===== config.mk =====
export PLATFORM = sky130hd
export DESIGN_NAME = disp_ctrl
export DESIGN_NICKNAME = d
export VERILOG_FILES = /design/src/rtl/disp_pkg.sv /design/src/rtl/disp_ctrl_bin2bcd_step.sv /design/src/rtl/disp_ctrl.sv
export SDC_FILE = /design/constraint.sdc
export NUM_CORES = 1
export LEC_CHECK = 0
export ABC_AREA = 1
export CORE_ASPECT_RATIO = 0.5
export CORE_MARGIN = 10
export CORE_UTILIZATION = 23
export DETAILED_ROUTE_END_ITERATION = 10
export PLACE_DENSITY_LB_ADDON = 0.12
export SLEW_MARGIN = 5
export SYNTH_ARGS = -nofsm -noshare
export SYNTH_HDL_FRONTEND = slang
export SYNTH_SLANG_ARGS = --single-unit

===== constraint.sdc =====
create_clock -name clock -period 3.1 [get_ports clock]
set_clock_uncertainty 0.2 [all_clocks]
set_input_delay 0.465 -clock clock [delete_from_list [all_inputs] [get_ports clock]]
set_output_delay 0.465 -clock clock [all_outputs]
set_load 0.005 [all_outputs]

===== src/rtl/disp_pkg.sv =====
`default_nettype none
// ============================================================================
// Module      : disp_pkg
// Description : Shared constants and types for the seven-segment display
//               control block: MMIO register addresses, saturation limit,
//               double-dabble iteration count and the FSM state encoding.
// Revision    : 1.0 - initial release
// ============================================================================
package disp_pkg;

    // MMIO register select values on cpu_addr
    localparam logic [1:0] ADDR_VAL   = 2'd0;
    localparam logic [1:0] ADDR_BLINK = 2'd1;
    localparam logic [1:0] ADDR_MODE  = 2'd2;
    localparam logic [1:0] ADDR_RAW   = 2'd3;

    // Largest value that fits in four decimal digits
    localparam int MAX_VAL = 9999;

    // One double-dabble iteration per binary input bit
    localparam int ITER = 14;

    typedef enum logic [1:0] {
        IDLE  = 2'd0,
        SHIFT = 2'd1,
        DONE  = 2'd2
    } state_t;

endpackage : disp_pkg
`default_nettype wire


===== src/rtl/disp_ctrl_bin2bcd_step.sv =====
`default_nettype none
// ============================================================================
// Module      : bin2bcd_step
// Description : One combinational double-dabble iteration. Every BCD nibble
//               that is 5 or more gets +3, then the {bcd,bin} pair is
//               shifted left by one bit.
// Ports       : i_bcd / i_bin   - current BCD accumulator and binary remainder
//               o_bcd / o_bin   - accumulator and remainder after the step
// Revision    : 1.0 - initial release
// ============================================================================
module bin2bcd_step #(
    parameter int BIN_W = 14
) (
    input  logic [15:0]      i_bcd,
    input  logic [BIN_W-1:0] i_bin,
    output logic [15:0]      o_bcd,
    output logic [BIN_W-1:0] o_bin
);

    logic [15:0] w_adj;

    // Pre-shift correction: a nibble >= 5 would become >= 10 after doubling,
    // so adding 3 first makes the shift carry into the next decimal digit.
    for (genvar i = 0; i < 4; i++) begin : g_nibble
        assign w_adj[4*i +: 4] = (i_bcd[4*i +: 4] >= 4'd5) ? (i_bcd[4*i +: 4] + 4'd3)
                                                           : i_bcd[4*i +: 4];
    end

    assign o_bcd = {w_adj[14:0], i_bin[BIN_W-1]};
    assign o_bin = {i_bin[BIN_W-2:0], 1'b0};

endmodule : bin2bcd_step
`default_nettype wire


===== src/rtl/disp_ctrl.sv =====
`default_nettype none
// ============================================================================
// Module      : disp_ctrl
// Description : Control and sequencing for the 4-digit seven-segment display.
//               Owns the digit registers and blink mask, arbitrates between
//               the CPU MMIO store port and a debug value source, and converts
//               binary values to BCD with a 14-cycle double-dabble sequencer.
// Ports       : clock, reset_n           - clock, synchronous active-low reset
//               cpu_we/cpu_addr/cpu_wdata - MMIO store port
//               dbg_req/dbg_value/dbg_ack - debug value source handshake
//               busy                      - conversion in progress
//               mode                      - 0 CPU owns display, 1 debug owns
//               x1..x4, blink             - digits (units..thousands), blink
// Revision    : 1.0 - initial release
// ============================================================================
module disp_ctrl #(
    parameter int VAL_W   = 14,
    parameter int MAX_VAL = 9999
) (
    input  logic             clock,
    input  logic             reset_n,
    input  logic             cpu_we,
    input  logic [1:0]       cpu_addr,
    input  logic [31:0]      cpu_wdata,
    input  logic             dbg_req,
    input  logic [VAL_W-1:0] dbg_value,
    output logic             dbg_ack,
    output logic             busy,
    output logic             mode,
    output logic [3:0]       x1,
    output logic [3:0]       x2,
    output logic [3:0]       x3,
    output logic [3:0]       x4,
    output logic [3:0]       blink
);

    import disp_pkg::*;

    state_t           r_state;
    logic [15:0]      r_bcd;
    logic [VAL_W-1:0] r_bin;
    logic [3:0]       r_iter;
    logic [VAL_W-1:0] r_pend_val;
    logic             r_pend_vld;

    logic [15:0]      w_bcd_next;
    logic [VAL_W-1:0] w_bin_next;
    logic [VAL_W-1:0] w_cpu_sat;
    logic [VAL_W-1:0] w_dbg_sat;

    // Saturation compares the full 32-bit word, so a large value whose low
    // bits happen to be small still clamps to the limit.
    assign w_cpu_sat = (cpu_wdata > 32'(MAX_VAL)) ? VAL_W'(MAX_VAL) : cpu_wdata[VAL_W-1:0];
    assign w_dbg_sat = (dbg_value > VAL_W'(MAX_VAL)) ? VAL_W'(MAX_VAL) : dbg_value;

    // Acknowledge in the same cycle the debug value is sampled.
    assign dbg_ack = (r_state == IDLE) && mode && dbg_req;
    assign busy    = (r_state != IDLE);

    bin2bcd_step #(
        .BIN_W (VAL_W)
    ) u_step (
        .i_bcd (r_bcd),
        .i_bin (r_bin),
        .o_bcd (w_bcd_next),
        .o_bin (w_bin_next)
    );

    always_ff @(posedge clock) begin
        if (!reset_n) begin
            r_state    <= IDLE;
            r_bcd      <= '0;
            r_bin      <= '0;
            r_iter     <= '0;
            r_pend_val <= '0;
            r_pend_vld <= 1'b0;
            mode       <= 1'b0;
            blink      <= '0;
            x1         <= '0;
            x2         <= '0;
            x3         <= '0;
            x4         <= '0;
        end else begin
            // Sequencer. The pending slot is cleared when consumed; a new
            // value write later in this block re-arms it (latest wins).
            case (r_state)
                IDLE: begin
                    if (!mode && r_pend_vld) begin
                        r_bin      <= r_pend_val;
                        r_bcd      <= '0;
                        r_iter     <= '0;
                        r_pend_vld <= 1'b0;
                        r_state    <= SHIFT;
                    end else if (mode && dbg_req) begin
                        r_bin   <= w_dbg_sat;
                        r_bcd   <= '0;
                        r_iter  <= '0;
                        r_state <= SHIFT;
                    end
                end
                SHIFT: begin
                    r_bcd  <= w_bcd_next;
                    r_bin  <= w_bin_next;
                    r_iter <= r_iter + 4'd1;
                    if (r_iter == 4'(ITER - 1)) begin
                        r_state <= DONE;
                    end
                end
                default: begin
                    r_state <= IDLE;
                end
            endcase

            // MMIO register writes
            if (cpu_we) begin
                case (cpu_addr)
                    ADDR_VAL: begin
                        if (!mode) begin
                            r_pend_val <= w_cpu_sat;
                            r_pend_vld <= 1'b1;
                        end
                    end
                    ADDR_BLINK: begin
                        blink <= cpu_wdata[3:0];
                    end
                    ADDR_MODE: begin
                        mode <= cpu_wdata[0];
                        // Handing the display to debug drops any queued value.
                        if (cpu_wdata[0]) begin
                            r_pend_vld <= 1'b0;
                        end
                    end
                    default: begin
                        if (!mode) begin
                            x1 <= cpu_wdata[3:0];
                            x2 <= cpu_wdata[7:4];
                            x3 <= cpu_wdata[11:8];
                            x4 <= cpu_wdata[15:12];
                        end
                    end
                endcase
            end

            // Conversion result is assigned last so it wins over a raw write
            // landing in the same cycle.
            if (r_state == DONE) begin
                x1 <= r_bcd[3:0];
                x2 <= r_bcd[7:4];
                x3 <= r_bcd[11:8];
                x4 <= r_bcd[15:12];
            end
        end
    end

endmodule : disp_ctrl
`default_nettype wire


==> impl.org <==
** Placement
- Routability-driven placement finished with a final weighted congestion of 0.750.
- Port buffering added 74 buffers.
- After legalization and detailed placement, the total HPWL measured 9470 um.
- Timing analysis after detailed placement gives a worst setup slack of about 0.73 ns.

** Final layout
- The library cell used most frequently in the layout, excluding fill and tap cells, is sky130_fd_sc_hd__nand2_1.
- Area taken by multi-input logic gates :: around 2000 sq um
- After filler insertion, the fill cell instance count of the layout stands at ~1800.
- Final standard cell utilization of the core :: 31.1%
- For this run, the post-layout net count is 682.
- Of the cells placed in the final design, the portion with a size suffix greater than 1 is around 8.5%.
- Relative to the synthesized area, the layout overhead comes to 33.5%.
- Flip-flop and latch area :: 1440 sq um
- Most used cells in the layout excluding fill and tap cells :: sky130_fd_sc_hd__nand2_1, sky130_fd_sc_hd__clkdlybuf4s50_1, sky130_fd_sc_hd__dfxtp_1
- Number of antenna diodes :: 0

** Synth
- Post-synthesis instance area :: roughly 3800 sq um
- After technology mapping, the gate count stands at roughly 550.
- Proportion of synthesized chip area in sequential cells :: between 30% and 40%
- The number of nets in the synthesized netlist is 614.
- Fraction of synthesized cell area in xor and xnor cells :: 0.693%
- Of the total synthesized cell area, the portion taken by AND, OR, NAND and NOR gates is between 20% and 30%.
- The portion of synthesized area spent on multiplexers is 0%.
- Number of register bits inferred by synthesis :: 72
- Synth warn :: 0
- Synthesized-area fraction occupied by adder cells :: ~3.3%
- Averaged over all synthesized cells, the footprint is 6.87 sq um.
- Library cells used by synthesis :: 36
- After synthesis, the largest family of logic cells by area is simple AND/OR/NAND/NOR gates.
- Summing the areas of all compound-gate instances in the mapped netlist gives 18.8% of the synthesized area.

** Clock network
- TritonCTS clock tree :: built
- Clock-pin slew was measured on the worst setup and hold paths at 0.06 ns.
- The tree built by TritonCTS fans out to 72 sinks.
- Level count of the clock H-tree :: 3
- Setup Buffers After CTS :: 0
- Post-cts sizing count :: 0
- Clock latency reported for the late side of the worst-skew pair :: 0.34 ns
- Hold repair after CTS inserted 0 buffers.
- The tree is rooted in a sky130_fd_sc_hd__clkbuf_16.
- Clock buffer count from CTS :: 9
- Maximum clock insertion buffer count :: 2

** STA
- Across all hold checks on the routed design, the worst slack comes to 0.265 ns.
- Max transition margin :: 69.7%
- Setup violations remaining at the end of the flow were counted as 0.
- Setup total negative slack on the finished layout was measured at 0 ns.
- For this run, the top clock speed supported by timing is 0.425 GHz.
- In the finished design, the share of the clock period the worst path needs comes to around 76%.
- Post-route minimum period :: 2.35 ns
- After layout, the worst setup slack is ~0.75 ns.
- The final-report max-slew violation count was 0.
- Number of hold violations in the final report :: 0
- Setup repair after global routing left no endpoint under its margin.
- At the pin with the least slew margin, the transition time is 0.455 ns.

** Power
- LEAKAGE :: 2.00 nW
- Pwr Density :: 613 nW/um^2
- Total power for the finished layout comes to 0.00310 W.
- VDD IR max :: 0.274 mV

** Critical path
- Data on the critical path arrives at its endpoint at 1.69 ns.
- Max stage delay cell, worst path :: sky130_fd_sc_hd__clkdlybuf4s50_1
- Critical Path Most Common Cell :: sky130_fd_sc_hd__nor2_1
- The critical path goes through nor2_1, inv_1, nor2_1, clkdlybuf4s50_1.
- In this run the worst path has a maximum fanout of 4.
- Setup crit start kind :: flip-flop
- The critical path in this run is classified as flip-flop to primary output.
- STA puts the critical path data required time at 2.43 ns.
- In this design, the stage delay of the slowest critical-path cell is 0.51 ns.
- Crit end category :: primary output

** Floorplanning
- 75 I/O pins were placed.
- Standard cell core area :: between 15000 and 20000 sq um
- Die X :: 202 um
- In this run the core area contains 33 standard-cell rows.
- Once the floorplan was initialized, standard cells occupied 23.3% of the core.
- Area of the die :: roughly 22000 sq um
- Overall die height :: 111 um

** Global route
- The initial antenna violation count is 0.
- Entering global routing, the biggest net connects 37 pins.
- Remaining global-route overflow :: 0
- Vias in the first global route :: 3533
- Wire length of the first global-routing pass :: 20100 um
- Total routing usage reported by global routing :: 11.2%

** Routing
- For this run, the detailed router's first-pass iteration total came to 4.
- Final WL :: 12500 um
- Number of DRC markers in iteration 0 :: 191
- Routed wirelength normalized by instance count :: 14.7 um
- After detailed routing, the number of remaining DRC violations is 0.
- The detailed router placed roughly 3700 vias in this run.
- Routed vias/inst :: 4.35
- In this run the remaining antenna-violating nets after routing total 0.

** Status
- Outcome :: finished clean

** Flow run
- Across the run, the number of max-cap violations was 0.

** Min path
- Min-Delay Path Class :: flip-flop to flip-flop
## cells by family after synthesis
kind of cell	count (synthesis)
simple gates	258
compound gates	126
buf+inv	83
flops	72
fa+ha+maj	10
xor+xnor	3
## synth_stat cells (all sizes together)
cell type,instances,share of area [%]
nand3,34,4.6
nor2,43,4.5
o32ai,1,0.43
xor2,3,0.69
a22oi,4,0.79
inv,58,5.9
clkbuf,9,0.89
a31oi,16,2.6
a21oi,47,6.4
nor3,3,0.83
o21ai,51,6.7
buf,15,2.9
nand4,5,0.83
dfxtp,72,38
o31ai,1,0.56
nor3b,1,0.33
ha,10,3.3
clkinv,1,0.099
nand2,162,17
or2,10,1.7
o211ai,6,1.2
## sequential cells by signal, indices dropped and copies added (netlist names)
name	count
r_bcd	16
r_bin	14
r_pend_val	14
blink	4
r_iter	4
x1	4
x2	4
x3	4
x4	4
r_state	2
mode	1
r_pend_vld	1
## metal layers
metal / track usage, % / vias up / wire length (um)
met2: 18.0 / 52 / 5790
met5: 0 / - / 0
li1: - / 1935 / -
met3: 2.42 / 7 / 427
met4: 2.39 / 0 / 116
met1: 15.0 / 1704 / 6190
## worst max-delay path: cells and delay by family, from the launching register on
kind | cells | cell delay, ns
flops | 1 | 0.35
simple gates | 2 | 0.35
buf+inv | 2 | 0.66
## where the power goes
part | total (W) | switching, W | internal (W)
combinational | 0.000806 | 0.000510 | 0.000296
sequential | 0.00111 | 0.0000697 | 0.00104
clock | 0.00118 | 0.000405 | 0.000780
## worst paths after layout
kind | from | end | slack, ns | depth (start not counted)
setup / recovery | r_state[0] | dbg_ack | 0.75 | 4
hold / removal | r_bin[1] | r_bin[1] | 0.26 | 2
setup reg to reg | r_state[0] | r_bin[2] | 0.95 | 9
hold reg to reg | r_bin[1] | r_bin[1] | 0.26 | 2
## per-stage QoR
stage | cells | cell area [sq um]
floorplan | 552 | 3790
global placement | 836 | 4720
detailed placement | 836 | 4720
CTS | 851 | 5060
global route | 851 | 5060
finish | 851 | 5060
## cell type report
| cell class | count | area share [%] |
|---|---|---|
| repair buffers | 81 | 15.7 |
| well taps | 227 | 5.61 |
| clock buffers | 9 | 4.45 |
| multi-input cells | 397 | 39.1 |
| clock inverters | 6 | 2.15 |
| flip-flops and latches | 72 | 28.5 |
| inverters | 59 | 4.48 |
Power figures use the tool's default switching activity.
